==> config.mk <==
export PLATFORM = sky130hd
export DESIGN_NAME = cpu_run_ctl
export DESIGN_NICKNAME = d
export VERILOG_FILES = /design/src/rtl/cpu_run_ctl_pkg.sv /design/src/rtl/cpu_run_ctl_sat_counter.sv /design/src/rtl/cpu_run_ctl.sv
export SDC_FILE = /design/constraint.sdc
export NUM_CORES = 1
export LEC_CHECK = 0
export ABC_AREA = 1
export CAP_MARGIN = 15
export CORE_ASPECT_RATIO = 2
export CORE_MARGIN = 1.5
export CORE_UTILIZATION = 30
export DETAILED_ROUTE_END_ITERATION = 8
export HOLD_SLACK_MARGIN = 0.15
export REMOVE_ABC_BUFFERS = 1
export SLEW_MARGIN = 20
export SYNTH_ARGS = -nofsm -noshare
export SYNTH_HDL_FRONTEND = slang
export SYNTH_SLANG_ARGS = --single-unit
export TNS_END_PERCENT = 100
==> constraint.sdc <==
create_clock -name clk -period 5.4 [get_ports clk]
set_clock_uncertainty 0.2 [all_clocks]
set_input_delay 0.54 -clock clk [delete_from_list [all_inputs] [get_ports clk]]
set_output_delay 0.54 -clock clk [all_outputs]
set_load 0.005 [all_outputs]
==> src/rtl/cpu_run_ctl_pkg.sv <==
// Shared state encodings, probe select codes and default widths for the run controller.
package cpu_run_ctl_pkg;

  localparam int DM_ADDR_BIT   = 10;
  localparam int RUNCTL_ST_BIT = 2;
  localparam int PROBE_SEL_BIT = 3;

  typedef enum logic [RUNCTL_ST_BIT-1:0] {
    RUNCTL_ST_IDLE   = 2'd0,
    RUNCTL_ST_RUN    = 2'd1,
    RUNCTL_ST_STEP   = 2'd2,
    RUNCTL_ST_HALTED = 2'd3
  } runctl_st_t;

  typedef enum logic [PROBE_SEL_BIT-1:0] {
    PROBE_SEL_DISPLAY    = 3'd0,
    PROBE_SEL_PC         = 3'd1,
    PROBE_SEL_REGFILE    = 3'd2,
    PROBE_SEL_DATAMEM    = 3'd3,
    PROBE_SEL_INST_CNT   = 3'd4,
    PROBE_SEL_JUMP_CNT   = 3'd5,
    PROBE_SEL_BRANCH_CNT = 3'd6,
    PROBE_SEL_TAKEN_CNT  = 3'd7
  } probe_sel_t;

endpackage

==> src/rtl/cpu_run_ctl_sat_counter.sv <==
// Saturating up-counter with synchronous clear; clear beats increment.
// One clk latency from inc/clr to cnt, never stalls.
module sat_counter #(
  parameter int Width = 32
) (
  input  logic             clk,
  input  logic             rst,
  input  logic             clr,
  input  logic             inc,
  output logic [Width-1:0] cnt
);

  always_ff @(posedge clk or posedge rst) begin
    if (rst) begin
      cnt <= '0;
    end else if (clr) begin
      cnt <= '0;
    end else if (inc && (cnt != '1)) begin
      cnt <= cnt + Width'(1);
    end
  end

endmodule

==> src/rtl/cpu_run_ctl.sv <==
// Run/step/pause controller for the CPU with retirement statistics and a registered debug probe.
// cpu_en is combinational from state; probe_data lags its select/sources by one clk.
module cpu_run_ctl
  import cpu_run_ctl_pkg::*;
#(
  parameter int DmAddrBit = DM_ADDR_BIT,
  parameter int CntBit    = 32,
  parameter int RunDiv    = 0
) (
  input  logic                 clk,
  input  logic                 rst,
  input  logic                 run_req,
  input  logic                 step_req,
  input  logic                 pause_req,
  input  logic                 clr_cnt,
  input  logic [2:0]           probe_sel,
  input  logic [7:0]           probe_idx,
  input  logic                 cpu_halt,
  input  logic                 cpu_is_jump,
  input  logic                 cpu_is_branch,
  input  logic                 cpu_branched,
  input  logic [31:0]          cpu_pc_dbg,
  input  logic [31:0]          cpu_regfile_data_dbg,
  input  logic [31:0]          cpu_datamem_data_dbg,
  input  logic [31:0]          cpu_display,
  output logic                 cpu_en,
  output logic [4:0]           regfile_req_dbg,
  output logic [DmAddrBit-1:0] datamem_addr_dbg,
  output logic [31:0]          probe_data,
  output logic [1:0]           state_dbg
);

  localparam int                DivBit = (RunDiv > 0) ? $clog2(RunDiv + 1) : 1;
  localparam logic [DivBit-1:0] DivMax = DivBit'(RunDiv);

  runctl_st_t        state;
  runctl_st_t        state_nxt;
  logic [DivBit-1:0] div;
  logic [CntBit-1:0] inst_cnt;
  logic [CntBit-1:0] jump_cnt;
  logic [CntBit-1:0] branch_cnt;
  logic [CntBit-1:0] taken_cnt;
  logic [31:0]       probe_nxt;

  always_ff @(posedge clk or posedge rst) begin
    if (rst) state <= RUNCTL_ST_IDLE;
    else     state <= state_nxt;
  end

  always_comb begin
    state_nxt = state;
    case (state)
      RUNCTL_ST_IDLE: begin
        if (cpu_halt)      state_nxt = RUNCTL_ST_HALTED;
        else if (run_req)  state_nxt = RUNCTL_ST_RUN;
        else if (step_req) state_nxt = RUNCTL_ST_STEP;
      end
      RUNCTL_ST_RUN: begin
        if (cpu_halt)       state_nxt = RUNCTL_ST_HALTED;
        else if (pause_req) state_nxt = RUNCTL_ST_IDLE;
      end
      RUNCTL_ST_STEP:   state_nxt = cpu_halt ? RUNCTL_ST_HALTED : RUNCTL_ST_IDLE;
      RUNCTL_ST_HALTED: state_nxt = RUNCTL_ST_HALTED;
    endcase
  end

  always_comb begin
    cpu_en    = !rst && !cpu_halt &&
                ((state == RUNCTL_ST_STEP) || ((state == RUNCTL_ST_RUN) && (div == '0)));
    state_dbg = state;
  end

  // Divider only free-runs while staying in RUN, so every RUN entry starts with an enabled clk.
  always_ff @(posedge clk or posedge rst) begin
    if (rst) begin
      div <= '0;
    end else if ((state == RUNCTL_ST_RUN) && (state_nxt == RUNCTL_ST_RUN)) begin
      div <= (div == DivMax) ? '0 : div + DivBit'(1);
    end else begin
      div <= '0;
    end
  end

  sat_counter #(.Width(CntBit)) u_inst_cnt (
    .clk(clk), .rst(rst), .clr(clr_cnt), .inc(cpu_en), .cnt(inst_cnt));
  sat_counter #(.Width(CntBit)) u_jump_cnt (
    .clk(clk), .rst(rst), .clr(clr_cnt), .inc(cpu_en && cpu_is_jump), .cnt(jump_cnt));
  sat_counter #(.Width(CntBit)) u_branch_cnt (
    .clk(clk), .rst(rst), .clr(clr_cnt), .inc(cpu_en && cpu_is_branch), .cnt(branch_cnt));
  sat_counter #(.Width(CntBit)) u_taken_cnt (
    .clk(clk), .rst(rst), .clr(clr_cnt), .inc(cpu_en && cpu_branched), .cnt(taken_cnt));

  assign regfile_req_dbg = probe_idx[4:0];

  generate
    if (DmAddrBit > 8) begin : g_dm_wide
      assign datamem_addr_dbg = {{(DmAddrBit-8){1'b0}}, probe_idx};
    end else begin : g_dm_narrow
      assign datamem_addr_dbg = probe_idx[DmAddrBit-1:0];
    end
  endgenerate

  always_comb begin
    probe_nxt = '0;
    case (probe_sel_t'(probe_sel))
      PROBE_SEL_DISPLAY:    probe_nxt = cpu_display;
      PROBE_SEL_PC:         probe_nxt = cpu_pc_dbg;
      PROBE_SEL_REGFILE:    probe_nxt = cpu_regfile_data_dbg;
      PROBE_SEL_DATAMEM:    probe_nxt = cpu_datamem_data_dbg;
      PROBE_SEL_INST_CNT:   probe_nxt = 32'(inst_cnt);
      PROBE_SEL_JUMP_CNT:   probe_nxt = 32'(jump_cnt);
      PROBE_SEL_BRANCH_CNT: probe_nxt = 32'(branch_cnt);
      PROBE_SEL_TAKEN_CNT:  probe_nxt = 32'(taken_cnt);
    endcase
  end

  always_ff @(posedge clk or posedge rst) begin
    if (rst) probe_data <= '0;
    else     probe_data <= probe_nxt;
  end

endmodule

After elaboration in Yosys (flattened, before gate mapping) --
Index checks and enable logic that the tools add are counted.
Operators by class: equality and inequality tests 15, add/sub/neg operators 5, reduce and logical (&&, ||, !) cells 20, bitwise operators 1, mux-type cells 18
Operator list (count):
- $mux W32 | 8
- $pmux W32 S8 | 1
- $add A32 B1 Y32 const B | 4
- $ne A32 B32 Y1 const B | 4
- $eq A3 B3 Y1 const B | 4
- $mux W2 | 6
- $logic_and A1 B1 Y1 | 11
- $pmux W2 S4 | 1
- $reduce_bool A2 Y1 | 4
- $eq A3 B2 Y1 const B | 2
- $eq A2 B1 Y1 const B | 2
- $eq A2 B2 Y1 const B | 2
- $eq A3 B1 Y1 const B | 1
- $logic_not A3 Y1 | 1
- $logic_not A1 Y1 | 2
- $logic_not A2 Y1 | 1
- $mux W1 | 2
- $add A1 B1 Y1 const B | 1
- $logic_or A1 B1 Y1 | 1
- $not A1 Y1 | 1
Word-level totals: register bits after elaboration 163

Longest topological paths before layout --
Gate-level depths: netlist of run 1.
depth in word-level cells 8, depth in mapped cells 11, mapped depth without buffers 11

Cells and area by module --
From an unflattened synthesis of run 1, not the netlist that was laid out.
Unflattened totals: cells, all modules 2073, area, all modules 12818.5 sq um
By module, submodules not included:
- sat_counter | cells an instance 360, times used 4, area each 2274.7 sq um
- cpu_run_ctl | cells an instance 633, times used 1, area each 3719.8 sq um

Worst setup path after synthesis of run 1 --
OpenSTA, ideal clock, no wires.
path kind input -> register, start in rst, end reg u_taken_cnt.cnt[18], arrival time 3.860 ns, required time 5.134 ns, stages 7, buffers on the path 0, setup time 0.066 ns, path slack 1.275 ns, cell sequence inv_2 nand3_2 nor2_2 nand3_2 inv_2 nand2_1 nand2_1
On the way: longest elaborated chain between the ends 6
Ends and longest elaborated chain:
- start: declaration | line cpu_run_ctl.sv:11 | input logic rst,
- $logic_not A1 Y1 (no line)
- $logic_and A1 B1 Y1 (2 in series) | line cpu_run_ctl.sv:68 | cpu_en = !rst && !cpu_halt &&
- $logic_and A1 B1 Y1 | line cpu_run_ctl.sv:91 | .clk(clk), .rst(rst), .clr(clr_cnt), .inc(cpu_en && cpu_branched), .cnt(taken_cnt));
- $logic_and A1 B1 Y1 | line cpu_run_ctl_sat_counter.sv:18 | end else if (inc && (cnt != '1)) begin
- $reduce_bool A2 Y1 (no line)
- end signal: assignment | line cpu_run_ctl_sat_counter.sv:19 | cnt <= cnt + Width'(1);
- end: declaration | line cpu_run_ctl_sat_counter.sv:10 | output logic [Width-1:0] cnt
Every way passes these cells. A chain may end at the register's enable or synchronous reset.

Worst setup path in the final report of run 1 --
start in rst, end out cpu_en
On the way: longest elaborated chain between the ends 3
Ends and longest elaborated chain:
- $logic_not A1 Y1 (no line)
- $logic_and A1 B1 Y1 (2 in series) | line cpu_run_ctl.sv:68
- end: declaration | line cpu_run_ctl.sv:26 | output logic cpu_en,
Every way passes these cells.

==> impl_metrics.toml, run 1 <==
[timing]
period_minus_slack_ns = 3.373
finalSetupTns_ns = 0
max_freq_mhz = 296.5
finalHoldViolCount = 0
fin_crit_sh_pct = 62.46
fin_ws_ns = 2.027
rsz0062_at_grt = "no"
setup_violations = 0
slew_headroom_pct = 28.67
slew_violations = 0
tightest_slew_ns = 1.070

[floorplanning]
die_w_um = 142.7
row_count = 102
core_area_sq_mm = 0.03854
die_h_um = 282.4
ios = 199
dieArea_sq_mm = 0.04030
start_util_pct = 30.38

[layout]
fin_area_sq_mm = 0.01438
area_delta_synth_final_pct = 22.85
seqCellArea_sq_mm = 0.004054
fill_cells = 4227
nNetsFinal = 2126
final-instance-count-excl-fill = 2499
fin_util_pct = 37.32
diodes = 0
drive_gt1_share_pct = 5.356
multi_input_area_sq_mm = 0.006241

[global_routing]
gr-usage-all-layers_pct = 23.13
antenna_found_initial = 0
grt_max_degree = 75
grt_pass1_vias = 12300
grt_pass1_wl_um = 69370
gr-total-overflow = 0

[power]
p_leak_nw = 6.236
ir_worst_vdd_mv = 0.2041
p_per_area_mw_per_mm2 = 214.4

[yosys]
synth_top_area_share_pct = 34.62
syn_avg_cell_area_sq_um = 6.384
synth_seq_cells = 162
synth.area.top_cells = "dfrtp_1, nand2_1, inv_1"
ys_seq_area_share_pct = 34.62
yosysWarnings = 0
netlist_area_sq_mm = 0.01171
syn_inst = 1834
yosysTopAreaCell = "dfrtp_1"
ys_types = 35

[setup_path]
arrival_ns = 2.63
cp_max_fo = 40
cp.required_ns = 4.66
worst_setup_path_start_kind = "input port"
r2r_cells = 8
endpoint_kind = "output pin"
critPathKind = "input port to output pin"

[clock_network]
post_cts_buffers = 0
path_clk_slew_ns = 0.06
cts_tree = "yes"
root_buffer = "clkbuf_16"
clk_path_buf_depth = 2
cts_made_buffers = 17
ctsResizeCount = 0
cts_hold_buf = 0
cts.sinks = 162
htreeDepth = 4
clock_latency_ns = 0.46

[placed_design]
hpwlAfterDp_um = 35370
dp.cells = 2470
routabilityCongestion = 0.9694
placed_cell_area_sq_mm = 0.01380
place.port_buffers = 175
post-place-ws_ns = 1.849

[route]
wl_per_cell_um = 18.36
drt_iter0_drc = 720
dr_total_vias = 12570
via_per_inst = 5.031
routed_wl_um = 45880
firstDrtPassIters = 5
drcViolationCount = 0
ant_nets = 0

[job]
cap_viol_max_count = 0

[outcome]
outcome = "finished clean"

[min_path]
hold_class = "input port to async pin"
==> state kept, by name, indices dropped and copies added, names as in the netlist <==
register,cells
u_branch_cnt.cnt,32
state_dbg,2
u_taken_cnt.cnt,32
probe_data,32
u_jump_cnt.cnt,32
u_inst_cnt.cnt,32
==> layout make-up <==
class | instances | area share (%)
clock buffer | 23 | 3.323
multi-input combinational | 1330 | 43.39
timing repair buffer | 185 | 12.69
inverter | 273 | 7.159
tap | 520 | 4.523
clock inverter | 6 | 0.7307
sequential | 162 | 28.18
==> metrics by stage <==
step	hold slack [ns]	power [mW]
global placement	0.3117	1.830
floorplan	0.2851	1.523
global route	0.3009	3.203
detailed placement	0.3181	1.837
finish	0.2707	3.084
CTS	0.2804	3.111
==> metal layers <==
metal / part of all wire, % / vias up / global-route usage (%)
met5: 0 / - / 0
met4: 7.0 / 0 / 16.07
met3: 4.1 / 132 / 3.183
met2: 55 / 406 / 44.08
met1: 34 / 5964 / 22.58
li1: - / 6070 / -
==> critical path: stages <==
cell	delay (ns)
clkdlybuf4s50_1	0.47
inv_6	0.32
nand3_2	0.43
inv_1	0.27
clkdlybuf4s50_1	0.55
==> final timing paths <==
path | start | endpoint | slack, ns
max in group asynchronous | rst | u_jump_cnt.cnt[21] | 3.61
setup / recovery | rst | cpu_en | 2.03
hold / removal | rst | probe_data[3] | 0.27
hold reg to reg | u_inst_cnt.cnt[1] | u_inst_cnt.cnt[1] | 0.33
min in group clk | u_inst_cnt.cnt[1] | u_inst_cnt.cnt[1] | 0.33
setup reg to reg | state_dbg[0] | u_branch_cnt.cnt[1] | 2.43
==> power breakdown <==
group          leakage, nW  switching, mW  internal [mW]
Combinational         3.72          0.315          0.220
Clock                0.289          0.519          0.754
Sequential            2.23         0.0260           1.25
==> cells by family after synthesis <==
family / count (synthesis) / share of synthesized area, %
simple gates: 1053 / 38.04
buf+inv: 343 / 12.19
compound gates: 232 / 11.51
flops: 162 / 34.62
xor+xnor: 33 / 2.469
fa+ha+maj: 8 / 0.8549
mux: 2 / 0.2778
other cells: 1 / 0.03203
==> cells in the mapped netlist <==
| cell | number |
|---|---|
| mux2i_1 | 1 |
| mux2i_4 | 1 |
| o21ai_0 | 44 |
| nand2_4 | 7 |
| nand2_1 | 553 |
| a211oi_1 | 1 |
| nand2_8 | 1 |
| inv_1 | 265 |
| buf_1 | 5 |
| dfrtp_1 | 162 |
| nor2_1 | 239 |
| nand2_2 | 8 |
| clkbuf_1 | 30 |
| nor3_1 | 17 |
| nand3_1 | 189 |
| inv_2 | 8 |
| xor2_1 | 33 |
| o21ai_2 | 15 |
| nand3_2 | 5 |
| nand4_1 | 11 |
| o21ai_1 | 27 |
| a21oi_2 | 1 |
| and2_1 | 2 |
| buf_4 | 21 |
| a21oi_1 | 47 |
| nor2_8 | 1 |
| conb_1 | 1 |
| nor2_2 | 13 |
| nor2_4 | 5 |
| and3_1 | 2 |
| o22ai_1 | 96 |
| a211o_1 | 1 |
| ha_1 | 8 |
| buf_2 | 7 |
| buf_6 | 7 |
==> layout by cell type, fill, tap and decap left out, drive strengths merged <==
| master | instances |
|---|---|
| mux2i | 2 |
| buf | 11 |
| and3 | 2 |
| conb | 2 |
| and2 | 2 |
| a21oi | 48 |
| a211oi | 1 |
| a211o | 1 |
| xor2 | 33 |
| o22ai | 96 |
| inv | 273 |
| o21ai | 86 |
| dfrtp | 162 |
| clkinv | 3 |
| bufinv | 3 |
| nand4 | 11 |
| nand2 | 569 |
| nor3 | 17 |
| clkbuf | 23 |
| clkdlybuf4s50 | 174 |
| ha | 8 |
| nor2 | 258 |
| nand3 | 194 |
(Power assumes the default switching activity.)
==> run 2: changes to the inputs <==
clock period = 2.84 ns   (was 5.4 ns; I/O delays follow)
==> run 2 against run 1 <==
- total power grew 93%
- count of clock-buffer cells in the layout shrank 3
- register-to-register slack lost 2.0 ns
- die area is the same
- first-iteration DRC count grew 5.6%
- core utilization grew 0.78 points
- critical path type is now flip-flop to output pin
- largest cell class unchanged
==> impl_metrics.toml, run 2 (synthesis gave the netlist of run 1 again) <==
[outcome]
outcome = "finished clean"

[clock_network]
cts_tree = "yes"
cts_made_buffers = 17
post_cts_buffers = 0
root_buffer = "clkbuf_16"
path_clk_slew_ns = 0.06
htreeDepth = 4
clock_latency_ns = 0.47
cts.sinks = 162
clk_path_buf_depth = 2

[timing]
fin_crit_sh_pct = 94.70
finalHoldViolCount = 0
max_freq_mhz = 371.8
whs_ns = 0.1899
fin_ws_ns = 0.1506
setup_violations = 0
finalSetupTns_ns = 0
slew_violations = 0
period_minus_slack_ns = 2.689
rsz0062_at_grt = "no"
tightest_slew_ns = 0.8847
slew_headroom_pct = 41.02

[route]
ant_nets = 0
wl_per_cell_um = 18.08
via_per_inst = 4.968
dr_total_vias = 12520
drt_iter0_drc = 760
drcViolationCount = 0
firstDrtPassIters = 6
routed_wl_um = 45550

[placed_design]
placed_cell_area_sq_mm = 0.01405
hpwlAfterDp_um = 35390
routabilityCongestion = 0.9835
dp.cells = 2485
place.port_buffers = 175
post-place-ws_ns = 0.2988

[layout]
nNetsFinal = 2143
final-instance-count-excl-fill = 2519
drive_gt1_share_pct = 6.206
fin_area_sq_mm = 0.01468
fin_util_pct = 38.10
final_common_cell = "nand2_1"
final_cell_mix = "nand2_1, inv_1, nor2_1, nand3_1, clkdlybuf4s50_1"
area_delta_synth_final_pct = 25.40

[floorplanning]
die_w_um = 142.7
die_h_um = 282.4
ios = 199
row_count = 102
core_area_sq_mm = 0.03854
dieArea_sq_mm = 0.04030
start_util_pct = 30.38

[job]
cap_viol_max_count = 0

[setup_path]
cp.required_ns = 2.36
endpoint_kind = "output pin"
worst_setup_path_start_kind = "flip-flop"
arrival_ns = 2.21
cp_max_fo = 6
critPathKind = "flip-flop to output pin"

[global_routing]
antenna_found_initial = 1
gr-usage-all-layers_pct = 23.12
grt_busiest_layer = "met2"
use_met1_pct = 23.14
grt_pass1_vias = 12460
globalRouteMet3Util_pct = 2.929
use_met2_pct = 44.17
gr-total-overflow = 0
grt_max_degree = 140
grt_pass1_wl_um = 69280

[power]
ir_worst_vdd_mv = 0.4160
p_per_area_mw_per_mm2 = 406.2
p_total_mw = 5.963
p_leak_nw = 6.363

[min_path]
hold_class = "input port to flip-flop"
run 2: changes by cell type in the layout (fill, tap and decap cells not counted), moves of 2 or more:
cell,change
clkinv_4,+4
dlygate4sd3_1,+2
buf_12,+11
buf_4,+5
clkbuf_8,-2
clkinvlp_4,+3
clkinv_2,-3
run 2: repair_timing:
| action | CTS | global route |
|---|---|---|
| endpoints found under the setup margin | 1 | 1 |
| pin swaps | 0 | 0 |
| resized for setup | 2 | 1 |
| endpoints found under the hold margin | 28 | 0 |
| hold buffers | 2 | 0 |
run 2: power breakdown:
group | leakage [nW] | switching (mW) | internal [mW]
registers | 2.23 | 0.0489 | 2.38
logic | 3.85 | 0.623 | 0.463
clock network | 0.283 | 1.04 | 1.41
total | 6.36 | 1.72 | 4.25
run 2: cell type report:
cell class | instances | area [sq um]
antenna | 1 | 2.502
tap | 520 | 650.6
fill | 4200 | 23860
timing repair buffer | 202 | 2092
clock buffer | 20 | 446.7
inverter | 273 | 1032
sequential | 162 | 4054
multi-input combinational | 1330 | 6248
clock inverter | 11 | 156.4
run 2: worst paths after layout:
| path | start | end | slack [ns] | cells after the start |
|---|---|---|---|---|
| min in group asynchronous | rst | u_jump_cnt.cnt[9] | 0.26 | 3 |
| worst min-delay path | cpu_display[2] | probe_data[2] | 0.19 | 3 |
| worst max-delay path | state_dbg[0] | cpu_en | 0.15 | 5 |
| worst min register to register | u_inst_cnt.cnt[6] | u_inst_cnt.cnt[6] | 0.34 | 2 |
| max in group asynchronous | rst | probe_data[2] | 1.45 | 4 |
| worst max register to register | u_branch_cnt.cnt[1] | u_branch_cnt.cnt[15] | 0.41 | 10 |
run 2: per-layer routing:
layer  vias to the layer above  wire length, um  part of all wire (%)
met3                       119             1781                   3.9
met5                         -                0                     0
met1                      5901            15560                    34
met4                         0             2803                   6.2
met2                       398            25400                    56
li1                       6097                -                     -
run 2: critical path, stage by stage, from the launching register on:
cell,delay [ns]
dfrtp_1,0.43
inv_1,0.11
ha_1,0.34
nand3_4,0.19
inv_4,0.16
clkdlybuf4s50_1,0.51
==> run 3: changes to the inputs <==
CORE_MARGIN = 8   (was 1.5)
==> run 3 against run 2 <==
- critical path depth unchanged
- via count decreased by 1.1%
- maximum frequency decreased by 1.2%
- total power increased by 0.96%
- core utilization decreased by 0.31 points
- highest routed layer unchanged
- sequential power about the same
- largest power group unchanged
==> impl_metrics.toml, run 3 (synthesis gave the netlist of run 1 again) <==
[outcome]
outcome = "finished clean"

[route]
via_per_inst = 4.923
firstDrtPassIters = 7
dr_total_vias = 12380
drcViolationCount = 0
wl_per_cell_um = 18.21
routed_wl_um = 45800
drt_iter0_drc = 707
ant_nets = 0

[layout]
drive_gt1_share_pct = 6.065
nNetsFinal = 2140
final_cell_mix = "nand2_1, inv_1, nor2_1, nand3_1, clkdlybuf4s50_1"
final_common_cell = "nand2_1"
area_delta_synth_final_pct = 24.80
fin_util_pct = 37.79
diodes = 0

[timing]
tightest_slew_ns = 0.9448
slew_violations = 0
setup_violations = 0
fin_crit_sh_pct = 95.84
slew_headroom_pct = 37.02
rsz0062_at_grt = "no"
fin_ws_ns = 0.1181
whs_ns = 0.1898
finalHoldViolCount = 0
period_minus_slack_ns = 2.722
finalSetupTns_ns = 0
max_freq_mhz = 367.4

[global_routing]
grt_pass1_vias = 12400
antenna_found_initial = 0
grt_pass1_wl_um = 69590
gr-total-overflow = 0
gr-usage-all-layers_pct = 20.03
grt_max_degree = 146

[floorplanning]
start_util_pct = 30.28
dieArea_sq_mm = 0.04599
die_w_um = 155.7
ios = 199
row_count = 102
die_h_um = 295.4
core_area_sq_mm = 0.03867

[placed_design]
hpwlAfterDp_um = 35680
post-place-ws_ns = 0.2380
place.port_buffers = 175
routabilityCongestion = 0.9467

[clock_network]
htreeDepth = 4
cts_tree = "yes"
path_clk_slew_ns = 0.07
clock_latency_ns = 0.45
cts_made_buffers = 17
post_cts_buffers = 0
cts.sinks = 162
root_buffer = "clkbuf_16"
clk_path_buf_depth = 2

[setup_path]
critical_path.startpoint = "state_dbg[0]"
reg2reg_to = "u_inst_cnt.cnt[12]"
r2r-start = "u_inst_cnt.cnt[1]"
critPathKind = "flip-flop to output pin"
cp_max_fo = 10
worst_setup_path_start_kind = "flip-flop"
cp.required_ns = 2.36
crit_end = "cpu_en"
r2r_slack_ns = 0.26
arrival_ns = 2.24
r2r_cells = 10
endpoint_kind = "output pin"

[job]
cap_viol_max_count = 0

[min_path]
hold_class = "input port to flip-flop"

[power]
p_leak_nw = 6.332
p_per_area_mw_per_mm2 = 412.0
p_total_mw = 6.021
ir_worst_vdd_mv = 0.4271
## run 3: cell types whose count changed in the layout (fill, tap and decap cells not counted)
cell        previous run  this run
buf_12                11         6
buf_4                 14        16
bufinv_16              3         4
clkinv_4               4         0
clkinvlp_4             3         4
diode_2                1         0
inv_2                  8         9
inv_4                  1         0
inv_6                  2         4
## run 3: report_power, final
part / internal, mW / total [mW] / switching [mW] / leakage (nW)
sequential: 2.38 / 2.42 / 0.0466 / 2.23
clock: 1.50 / 2.56 / 1.06 / 0.290
combinational: 0.440 / 1.04 / 0.599 / 3.82
total: 4.31 / 6.02 / 1.71 / 6.33
## run 3: timing repair
item	4_1_cts	5_1_grt
gates resized for setup	1	1
hold buffers	2	0
setup endpoints to repair	1	1
hold endpoints to repair	27	0
cloned	0	0
## run 3: critical path, cell delays in order, from the launching register on
cell and delay (ns):
dfrtp_1 0.42, inv_1 0.10, ha_1 0.33, nand3_4 0.22, inv_2 0.17, clkdlybuf4s50_1 0.53
## run 3: worst min path at each step
stage	slack, ns	cells after the start	end	from
after floorplan	0.15	1	u_branch_cnt.cnt[6]	clr_cnt
after global placement	0.32	2	u_inst_cnt.cnt[6]	u_inst_cnt.cnt[6]
after detailed placement	0.32	2	u_inst_cnt.cnt[6]	u_inst_cnt.cnt[6]
after CTS	0.17	3	probe_data[21]	cpu_display[21]
after global routing	0.18	3	probe_data[21]	cpu_display[21]
final	0.19	3	probe_data[15]	cpu_display[15]
## run 3: routing by layer
layer / GRT usage [%] / wire, um / vias up
met3: 2.605 / 1786 / 122
met5: 0 / 0 / -
met4: 13.63 / 3019 / 0
met1: 19.08 / 15480 / 5769
met2: 38.84 / 25510 / 402
li1: - / - / 6088
## run 3: metrics by stage
stage | cell area (sq um) | std cells
after floorplan | 11310 | 1765
after global placement | 13960 | 2482
after detailed placement | 13960 | 2482
after CTS | 14610 | 2515
after global routing | 14610 | 2515
final | 14610 | 2515
## run 3: cell type report
type	instances	area, sq um
fillers	4176	24060
multi-input cells	1330	6248
flip-flops and latches	162	4054
repair buffers	199	2007
well taps	520	650.6
clock buffers	20	446.7
inverters	273	1030
clock inverters	11	176.4
